### src/rtl/frame_sequencer_pkg.sv
// Shared definitions for the frame sequencer and its raster counter.
package frame_sequencer_pkg;

  typedef enum logic [2:0] {
    IDLE      = 3'd0,
    ISSUE     = 3'd1,
    RUN       = 3'd2,
    WRITE     = 3'd3,
    FRAME_END = 3'd4
  } seq_state_t;

  localparam int unsigned WIDTH_DEF   = 160;
  localparam int unsigned HEIGHT_DEF  = 120;
  localparam logic [23:0] ERR_RGB_DEF = 24'hFF00FF;
  localparam int unsigned FB_ADDR_W   = 15;

endpackage

### src/rtl/raster_counter.sv
// Raster position counters: column, row and linear address advanced together.
module raster_counter
  import frame_sequencer_pkg::*;
#(
  parameter int unsigned Width  = WIDTH_DEF,
  parameter int unsigned Height = HEIGHT_DEF,
  parameter int unsigned AddrW  = FB_ADDR_W
) (
  input  logic             clk,
  input  logic             rst_n,
  input  logic             clear,
  input  logic             advance,
  output logic [31:0]      x,
  output logic [31:0]      y,
  output logic [AddrW-1:0] addr,
  output logic             last
);

  assign last = (x == Width - 1) && (y == Height - 1);

  // The address tracks y*Width+x by counting alongside x/y, so no multiplier.
  always_ff @(posedge clk or negedge rst_n) begin
    if (!rst_n) begin
      x    <= '0;
      y    <= '0;
      addr <= '0;
    end else if (clear) begin
      x    <= '0;
      y    <= '0;
      addr <= '0;
    end else if (advance && !last) begin
      if (x == Width - 1) begin
        x <= '0;
        y <= y + 32'd1;
      end else begin
        x <= x + 32'd1;
      end
      addr <= addr + AddrW'(1);
    end
  end

endmodule

### src/rtl/frame_sequencer.sv
// Walks every pixel of a frame, runs the shader per pixel and writes its colour.
module frame_sequencer
  import frame_sequencer_pkg::*;
#(
  parameter int unsigned Width   = WIDTH_DEF,
  parameter int unsigned Height  = HEIGHT_DEF,
  parameter int unsigned TIMEOUT = 64,
  parameter logic [23:0] ERR_RGB = ERR_RGB_DEF
) (
  input  logic                 clk,
  input  logic                 start,
  input  logic                 go,
  output logic [31:0]          pixel_x,
  output logic [31:0]          pixel_y,
  output logic                 shader_start,
  input  logic [23:0]          shader_rgb,
  input  logic                 shader_done,
  output logic                 fb_we,
  output logic [FB_ADDR_W-1:0] fb_addr,
  output logic [23:0]          fb_data,
  output logic                 frame_begin,
  output logic                 frame_done,
  output logic [15:0]          frame_count,
  output logic [15:0]          timeout_count
);

  localparam int unsigned CntW = (TIMEOUT > 1) ? $clog2(TIMEOUT) : 1;

  seq_state_t      state;
  logic [CntW-1:0] wait_cnt;
  logic            raster_clear;
  logic            raster_advance;
  logic            raster_last;

  // Position resets as the FSM leaves IDLE/FRAME_END for a new frame.
  always_comb begin
    raster_clear   = go && ((state == IDLE) || (state == FRAME_END));
    raster_advance = (state == WRITE);
  end

  raster_counter #(
    .Width (Width),
    .Height(Height),
    .AddrW (FB_ADDR_W)
  ) u_raster (
    .clk    (clk),
    .rst_n  (start),
    .clear  (raster_clear),
    .advance(raster_advance),
    .x      (pixel_x),
    .y      (pixel_y),
    .addr   (fb_addr),
    .last   (raster_last)
  );

  always_ff @(posedge clk or negedge start) begin
    if (!start) begin
      state         <= IDLE;
      wait_cnt      <= '0;
      shader_start  <= 1'b0;
      fb_we         <= 1'b0;
      fb_data       <= '0;
      frame_begin   <= 1'b0;
      frame_done    <= 1'b0;
      frame_count   <= '0;
      timeout_count <= '0;
    end else begin
      fb_we       <= 1'b0;
      frame_begin <= 1'b0;
      frame_done  <= 1'b0;
      unique case (state)
        IDLE: begin
          if (go) begin
            state        <= ISSUE;
            frame_begin  <= 1'b1;
            shader_start <= 1'b0;
          end
        end
        ISSUE: begin
          state        <= RUN;
          shader_start <= 1'b1;
          wait_cnt     <= '0;
        end
        RUN: begin
          // Done on the final wait cycle still beats the timeout.
          if (shader_done) begin
            fb_data <= shader_rgb;
            fb_we   <= 1'b1;
            state   <= WRITE;
          end else if (wait_cnt == CntW'(TIMEOUT - 1)) begin
            fb_data <= ERR_RGB;
            fb_we   <= 1'b1;
            state   <= WRITE;
            if (timeout_count != '1) timeout_count <= timeout_count + 16'd1;
          end else begin
            wait_cnt <= wait_cnt + CntW'(1);
          end
        end
        WRITE: begin
          if (raster_last) begin
            state       <= FRAME_END;
            frame_done  <= 1'b1;
            frame_count <= frame_count + 16'd1;
          end else begin
            state        <= ISSUE;
            shader_start <= 1'b0;
          end
        end
        FRAME_END: begin
          if (go) begin
            state        <= ISSUE;
            frame_begin  <= 1'b1;
            shader_start <= 1'b0;
          end else begin
            state <= IDLE;
          end
        end
        default: state <= IDLE;
      endcase
    end
  end

endmodule

### config.mk
export PLATFORM = sky130hd
export DESIGN_NAME = frame_sequencer
export DESIGN_NICKNAME = d
export VERILOG_FILES = /design/src/rtl/frame_sequencer_pkg.sv /design/src/rtl/raster_counter.sv /design/src/rtl/frame_sequencer.sv
export SDC_FILE = /design/constraint.sdc
export NUM_CORES = 1
export LEC_CHECK = 0
export ABC_AREA = 1
export BUFFER_PORTS_ARGS = -buffer_cell sky130_fd_sc_hd__buf_2
export CORE_MARGIN = 4
export CORE_UTILIZATION = 51
export CTS_BUF_LIST = sky130_fd_sc_hd__clkbuf_16
export DETAILED_ROUTE_END_ITERATION = 7
export PLACE_DENSITY_LB_ADDON = 0.08
export SYNTH_ARGS = -nofsm -noshare
export SYNTH_HDL_FRONTEND = slang
export SYNTH_SLANG_ARGS = --single-unit
### constraint.sdc
create_clock -name clk -period 1.7 [get_ports clk]
set_input_delay 0.34 -clock clk [delete_from_list [all_inputs] [get_ports clk]]
set_output_delay 0.34 -clock clk [all_outputs]
set_load 0.005 [all_outputs]
======== Word level (Yosys, flattened, before mapping) ========
Index checks and enable logic that the tools add are counted.
storage, ports and cells
  bits in registers ....................... 148
  bits in latches ......................... 0
  RAM bits ................................ 0
  ROM bits ................................ 0
  bits of input ports ..................... 28
  word-level logic and storage cells ...... 81
  memories kept ........................... 0
operators by class
  add/subtract/negate cells ............... 6
  multipliers ............................. 0
  divide/modulo/power cells ............... 0
  $lt $le $gt $ge ......................... 0
  equality and inequality tests ........... 14
  shifts and indexed selects .............. 0
  mux-type cells .......................... 29
  bitwise operators ....................... 1
  reductions and logical operators ........ 19
operators by type and width
  cell                                                                    number
  32-bit 2-to-1 mux                                                       6
  32-bit by 1-bit adder with 32-bit output, second input constant         2
  24-bit 2-to-1 mux                                                       2
  16-bit by 1-bit adder with 16-bit output, second input constant         2
  32-bit by 7-bit equality test with 1-bit output, second input constant  1
  32-bit by 8-bit equality test with 1-bit output, second input constant  1
  15-bit 2-to-1 mux                                                       2
  16-bit != test, second input constant                                   1
  15-bit by 1-bit adder with 15-bit output, second input constant         1
  3-bit one-hot mux with 5 select lines                                   1
  3-bit 2-to-1 mux                                                        4
  6-bit 2-to-1 mux                                                        2
  6-bit one-hot mux with 2 select lines                                   1
  1-bit 2-to-1 mux                                                        10
  2-bit != test, second input constant                                    4
  2-bit AND reduction                                                     4
  2-bit nonzero test                                                      4
  6-bit by 1-bit adder with 6-bit output, second input constant           1
  3-bit by 2-bit equality test with 1-bit output, second input constant   2
  6-bit equality test, second input constant                              1
  3-bit AND reduction                                                     2
  4-bit AND reduction                                                     1
  3-bit by 1-bit equality test with 1-bit output, second input constant   1
  3-bit equality test, second input constant                              1
  other kinds (10)                                                        12

======== Logic depth before layout (Yosys ltp) ========
Gate-level depths: netlist of the first run.
  depth after elaboration ................. 6
  mapped depth ............................ 14
  mapped depth without buffers ............ 12

======== By module ========
A second synthesis of the first run with hierarchy kept.
unflattened totals
  cell total of the unflattened synthesis .. 1,378
  area, all modules ....................... 9,227.6 sq um
by module, submodules not included
  module           instances  cells an instance  area each (sq um)  seq. area each (sq um)
  raster_counter   1          962                5,818.1            1,976.9
  frame_sequencer  1          416                3,409.5            1,726.7

======== Worst setup path before layout of the first run ========
No wires, ideal clock.
  kind .................................... register to register
  from .................................... register u_raster.x[0]
  to ...................................... register u_raster.y[15]
  library setup time ...................... 117 ps
  arrival time ............................ 1,696 ps
  required time ........................... 1,583 ps
  setup slack ............................. -113 ps
  cell stages (with the launch flop) ...... 13
  path buffers ............................ 2
  period minus slack after synthesis ...... 1,813 ps
  path through ............................ dfrtp_1 > ha_1 > nand3_2 > nor2_1 > nand2_1 > nor2_2 > nand2_1 > nand2_1 > nand2_1 > buf_6 > buf_2 > nand3_1 > nand2_1
on the way
  cells in the longest elaborated chain, start to end .. 6
  elaborated cells on any way between the ends .. 7
  those cells by class .................... 1 x eq/ne; 6 x reduce/logical
ends and longest elaborated chain
  element                                              line                                        text
  from (decl)                                          raster_counter.sv:13                        output logic [31:0] x,
  from (signal assigned)                               raster_counter.sv:36                        x <= x + 32'd1;
  32-bit by 8-bit equality test with 1-bit output (*)  raster_counter.sv:19, raster_counter.sv:32
  1-bit logical AND                                    raster_counter.sv:19                        assign last = (x == Width - 1) && (y == Height - 1);
  1-bit zero test                                      raster_counter.sv:31                        end else if (advance && !last) begin
  1-bit logical AND                                    raster_counter.sv:31
  2-bit nonzero test (no line)                         n/a
  2-bit AND reduction (no line) (*)                    n/a
  to (signal assigned)                                 raster_counter.sv:34                        y <= y + 32'd1;
  to (decl)                                            raster_counter.sv:14                        output logic [31:0] y,
Every way passes the cells marked *; elsewhere a longest branch is shown, timed or not.
A chain may end at the register's enable or synchronous reset.

======== Final worst setup path of the first run ========
  from .................................... register u_raster.y[7]
  to ...................................... register u_raster.y[3]
on the way
  cells in the longest elaborated chain, start to end .. 6
ends and longest elaborated chain
  element                                          line
  32-bit by 7-bit equality test with 1-bit output  raster_counter.sv:19
  1-bit logical AND                                raster_counter.sv:19
  1-bit zero test                                  raster_counter.sv:31
  1-bit logical AND                                raster_counter.sv:31
  2-bit nonzero test (no line)                     n/a
  2-bit AND reduction (no line)                    n/a
No other way between the ends.

==> out/qor.csv, run 1 <==
metric;value;unit
initial core utilization;51.91;%
die width;140.5;µm
final worst slack;-0.1656;ns
Avg WL per Cell;15.03;µm
number of remaining DRC errors;0;
placed instance area;11230;µm²
Register Area;3707;µm²
Post-synth EDFFs;0;
Final HPWL DP;19.86;mm
Layout area overhead;42.89;%
Fill cells;1317;
violated checks;setup timing;
Hold Slack;0.1325;ns
global-route wire length before repair;45.23;mm
leakage power;0.006547;µW
largest net degree at the start of global routing;51;
Routed Antenna Nets;0;
GRT Total Usage;27.85;%
I/O Buffers;166;
warnings from Yosys;0;
Final Non-Filler Cells;1877;
Fin. Hold Viols;0;
Placer Congestion;0.9561;
clock skew;0.01157;ns
Max Cap Viol;0;
Final Cycle Share;109.7;%
Vias/cell;5.183;
Worst-Skew Late Latency;0.43;ns
CP delay by family, top;simple AND/OR/NAND/NOR gates;
Synth top cells by count;475 x nand2_1, 250 x nor2_1, 148 x dfrtp_1;
Buf+Inv Stages, Crit Path;1;
most used cell, CP;nand2_1;
RSZ-0062 raised after global routing;yes;
initial antenna violation count;1;
clock slew seen by the registers of the worst setup and hold paths;0.07;ns
area occupied by multi-input gates;5349;µm²
placement row count;48;
max frequency;536.0;MHz
main combinational cell family by area after synthesis;simple AND/OR/NAND/NOR gates;
Post-Synth Adder-Cell Area;0.8390;%
vias in the first global route;9355;
Cell Area, Synth;8947;µm²
post-synthesis xor/xnor area fraction;7.831;%
crit path capture type;flop;
Slew @ Worst Pin;0.3872;ns
Synth Area in Compound Gates;3.524;%
Final Max Tran Viols;0;
CP Launch Type;flop;
register area share after synthesis;41.39;%
First-pass DRT Iterations;5;
asr flop ratio synth;100.0;%
CP peak stage delay;0.39;ns
share of layout cells above drive strength 1;32.45;%
DIE AREA;19730;µm²
Mapped Cells;1309;
number of buffers created by CTS;17;
worst setup path class;flop to flop;
worst min-delay path class;input pin to flop;
biggest fanout along the worst timing path;7;
mux contribution to synthesized area;0;%
Synth cell types;27;
ys flop type;dfrtp_1;
Post-Syn Area per Cell;6.835;µm²
final net count;1673;
VDD IR max;0.7890;mV
CTS sink count;148;
worst path cell trace;nor2_2, nand2_1, nor2_1, nand2_1, nor2_2, nand2_2, nand2_4, nand2_8, nand2_8, clkbuf_16, nand2_1, nand2_1;
post-synthesis net count;1343;
CP max stage cell;dfrtp_1;
Post-Route WL;28.22;mm
Slew headroom;74.09;%
final setup fails;93;
post-synthesis register bit count;148;
ant diodes;0;
most frequent cell after synthesis;nand2_1;
crit path time final;1.866;ns
Pwr Density;1322;nW/µm²
Clk Tree Root Cell;clkbuf_16;
core area;17240;µm²
simple-gate share of the synthesized area;40.57;%
H-tree depth;4;
number of cells after detailed placement;1824;
CP required;2.07;ns
area leader, netlist;dfrtp_1;
ranking of synthesized cells by area;dfrtp_1 41%, nand2_1 20%, nor2_1 10%;
Iter 0 DRT Violations;662;
Die Y;140.5;µm
Finished Cell Area;12780;µm²
setup TNS;-9.026;ns
io pins;167;
CP arrival;2.23;ns
CTS tree;done;
status;finished with violations;
GRT overflow;0;
post-synth top area share;41.39;%
clock buffer depth;2;
via count;9729;
==> worst register-to-register path, stage by stage, from the launching register on <==
cell and delay [ns]:
dfrtp_1 0.39, nor2_2 0.16, nand2_1 0.07, nor2_1 0.15, nand2_1 0.10, nor2_2 0.17, nand2_2 0.08, nand2_4 0.12
nand2_8 0.12, nand2_8 0.15, clkbuf_16 0.19, nand2_1 0.05, nand2_1 0.05
==> final timing paths <==
kind / startpoint / end / slack (ns) / cells after the start
setup / recovery: u_raster.y[7] / u_raster.y[3] / -0.17 / 12
hold / removal: shader_rgb[12] / fb_data[12] / 0.13 / 2
setup reg to reg: u_raster.y[7] / u_raster.y[3] / -0.17 / 12
hold reg to reg: fb_data[4] / fb_data[4] / 0.49 / 2
max in group asynchronous: start / u_raster.y[19] / 0.70 / 3
min in group asynchronous: start / u_raster.addr[1] / 0.37 / 2
==> sequential cells by signal, summed over array words and instances (netlist names), 3 cells and up <==
signal,flops
fb_data,24
frame_count,16
state,3
timeout_count,16
u_raster.addr,15
u_raster.x,32
u_raster.y,32
wait_cnt,6
==> repair_timing <==
item	4_1_cts	5_1_grt
hold endpoints to repair	26	0
setup endpoints to repair	101	128
gates resized for setup	53	176
hold buffers	1	0
buffers inserted	6	7
pin swaps	5	42
gates cloned	3	5
==> cells by family after synthesis <==
kind of cell	count (synthesis)
buffers and inverters	124
and+or+nand+nor	901
adders and majority gates	6
AOI/OAI and AO/OA	50
xor gates and xnor gates	80
DFF	148
==> layout by cell type (no fill, tap or decap), types with 14 or more instances in the layout <==
master / instances
nor2_2: 26
xnor2_1: 25
buf_2: 165
nand3_2: 14
nand2_1: 393
nand2_4: 24
xor2_1: 54
inv_1: 80
nand3_1: 123
nor2_1: 219
clkbuf_16: 20
nor3_1: 22
nand2_2: 57
dfrtp_1: 145
buf_4: 151
==> layer usage <==
metal	up-vias	track usage (%)	wire length, µm
li1	4791	-	-
met1	4519	37.52	12290
met2	352	46.42	13470
met3	65	5.292	1834
met4	2	7.241	607
met5	-	0	13
==> area by class of cell <==
type | instances | area share (%)
sequential | 148 | 29.00
timing repair inverter | 1 | 0.1272
multi-input combinational | 1037 | 41.84
tap | 225 | 2.202
clock buffer | 17 | 3.327
inverter | 86 | 2.672
timing repair buffer | 348 | 19.69
clock inverter | 15 | 1.145
==> through the flow <==
stage,total power (µW),util (%),setup slack (ns)
4_1_cts,15910,70.11,-0.05403
6_report,16900,74.17,-0.1656
3_3_place_gp,11460,65.17,-0.1390
3_5_place_dp,11620,65.17,-0.2507
5_1_grt,17960,74.17,-0.2209
2_1_floorplan,8321,-,0.004764
==> power breakdown <==
part	switching, µW	leakage (µW)	internal (µW)	total (µW)
Sequential	567	0.00197	4380	4940
Combinational	4580	0.00430	3680	8250
Clock	1650	0.000269	2050	3700
Total	6800	0.00655	10100	16900
Power figures use the tool's default switching activity.
==> inputs of run 2 (changes only) <==
Settings changed: CORE_UTILIZATION 51 to 57.
Clock period 1.7 ns to 2 ns, I/O delays scaled along.
==> run 2 against run 1 <==
  * The flow now finishes without violations
  * Cell area fell by 11%
  * Critical endpoint is now frame_count[10]
  * Power fell by 24%
  * Sequential power fell by 15%
  * Routed wire length fell by 10%
  * Utilization fell by 0.21 points
  * Largest power group unchanged
==> out/qor.csv, run 2 (synthesis results as in run 1) <==
metric;value;unit;change
Post-Route WL;25.35;mm;was 28.22 mm
number of cells after detailed placement;1738;;was 1,824
worst setup path class;flop to flop;;unchanged
CTS sink count;148;;unchanged
CTS tree;done;;unchanged
Fin. Hold Viols;0;;unchanged
crit path time final;1.890;ns;was 1.866 ns
Final Power;12800;µW;was 16,900 µW
Die Y;133.3;µm;was 140.5 µm
crit path capture type;flop;;unchanged
number of buffers created by CTS;17;;unchanged
Layout area overhead;26.60;%;was 42.89%
Pwr Density;1130;nW/µm²;was 1322 nW/µm²
worst min-delay path class;input pin to flop;;unchanged
initial antenna violation count;1;;unchanged
GRT overflow;0;;unchanged
Worst-Skew Late Latency;0.43;ns;about the same
Final Max Tran Viols;0;;unchanged
commonest non-fill, non-tap cell in the layout;nand2_1;;unchanged
Final HPWL DP;18.60;mm;was 19.86 mm
final worst slack;0.1104;ns;was -0.1656 ns
biggest fanout along the worst timing path;14;;was 7
via count;9234;;was 9,729
Slew headroom;62.81;%;was 74.09%
Vias/cell;5.208;;was 5.183
Finished Cell Area;11330;µm²;was 12,780 µm²
DIE AREA;17760;µm²;was 19,730 µm²
pre-CTS setup slack;0.04208;ns;was -0.2507 ns
utilization after layout;73.96;%;was 74.17%
placed instance area;10610;µm²;was 11,230 µm²
die width;133.3;µm;was 140.5 µm
First-pass DRT Iterations;5;;unchanged
final setup fails;0;;was 93
Reg2Reg Setup Slack;0.11;ns;was -0.17 ns
Placer Congestion;0.9959;;was 0.9561
status;finished clean;;was finished with violations
placement row count;45;;was 48
ant diodes;0;;unchanged
Final Non-Filler Cells;1773;;was 1,877
GRT Total Usage;28.38;%;was 27.85%
H-tree depth;4;;unchanged
commonest non-fill, non-tap cells in the layout;471 x nand2_1, 244 x nor2_1, 165 x buf_2;;was 393 x nand2_1, 219 x nor2_1, 165 x buf_2
vias in the first global route;8437;;was 9,355
Routed Antenna Nets;0;;unchanged
Clk Tree Root Cell;clkbuf_16;;unchanged
Iter 0 DRT Violations;764;;was 662
final net count;1583;;was 1,673
Max Cap Viol;0;;unchanged
clock skew;0.008741;ns;was 0.01157 ns
clock buffer depth;2;;unchanged
CP Launch Type;flop;;unchanged
number of remaining DRC errors;0;;unchanged
Avg WL per Cell;14.30;µm;was 15.03 µm
largest net degree at the start of global routing;65;;was 51
io pins;167;;unchanged
leakage power;0.005876;µW;was 0.006547 µW
CP required;2.37;ns;was 2.07 ns
Fill cells;1305;;was 1,317
share of layout cells above drive strength 1;19.91;%;was 32.45%
core area;15310;µm²;was 17,240 µm²
CP arrival;2.26;ns;was 2.23 ns
I/O Buffers;166;;unchanged
initial core utilization;58.42;%;was 51.91%
clock slew seen by the registers of the worst setup and hold paths;0.06;ns;was 0.07 ns
Slew @ Worst Pin;0.5527;ns;was 0.3872 ns
global-route wire length before repair;41.40;mm;was 45.23 mm
Final Cycle Share;94.48;%;was 109.7%
VDD IR max;0.9587;mV;was 0.7890 mV
largest registers;u_raster.x (32), u_raster.y (32), fb_data (24);;unchanged
max frequency;529.2;MHz;was 536.0 MHz
[run 2: cell count changes in the layout (fill, tap and decap cells not counted), moves of 10 or more]
cell | before | now
buf_6 | 12 | 2
o21ai_1 | 11 | 1
nand2_1 | 393 | 471
nand3_1 | 123 | 137
buf_4 | 151 | 81
o21ai_0 | 9 | 25
nand3_2 | 14 | 1
nor2_1 | 219 | 244
nand2_4 | 24 | 2
nand2_2 | 57 | 3
nor2_2 | 26 | 5
[run 2: stage by stage]
stage	setup TNS, ns	hold slack [ns]
after floorplan	0	0.1044
after global placement	0	0.3522
after detailed placement	0	0.3526
after CTS	0	0.1799
after global routing	-0.1707	0.1779
final	0	0.1941
[run 2: power breakdown]
| part | internal, µW | switching [µW] |
|---|---|---|
| clock | 1970 | 1320 |
| combinational | 2140 | 3170 |
| sequential | 3710 | 484 |
| total | 7820 | 4980 |
[run 2: repair_timing]
action	CTS	global route
resized for setup	0	22
endpoints found under the hold margin	39	0
setup endpoints to repair	0	115
hold buffers	1	0
buffers inserted	0	1
[run 2: area by class of cell]
type	count	area, µm²	area share [%]
flip-flops and latches	148	3704	32.70
repair buffers	258	1637	14.45
multi-input cells	1037	4771	42.12
well taps	211	264.0	2.331
clock buffers	17	425.4	3.756
repair inverters	1	7.507	0.06628
inverters	86	337.8	2.982
clock inverters	15	181.4	1.602
[run 2: critical path, cell delays in order (launching register included)]
cell        delay (ns)
dfrtp_1           0.35
ha_1              0.20
nand3_2           0.11
buf_4             0.18
nor2_1            0.12
nand2_1           0.09
nor2_2            0.16
nand3_1           0.12
buf_4             0.21
clkinvlp_4        0.16
nand2_1           0.07
nand2_1           0.06
[run 2: worst paths after layout]
| kind | from | endpoint | cells past startpoint |
|---|---|---|---|
| max | u_raster.x[0] | frame_count[10] | 11 |
| min | shader_rgb[9] | fb_data[9] | 2 |
| max reg2reg | u_raster.x[0] | frame_count[10] | 11 |
| min reg2reg | fb_data[1] | fb_data[1] | 2 |
| max in group asynchronous | start | u_raster.y[14] | 3 |
| min in group asynchronous | start | u_raster.x[19] | 2 |
[run 2: metal layers]
layer  vias up  track usage (%)  wire, µm
met5         -                0         7
met4         2            7.943       401
met3        38            6.231      1666
met2       314            45.80     11970
met1      4292            38.89     11300
li1       4588                -         -
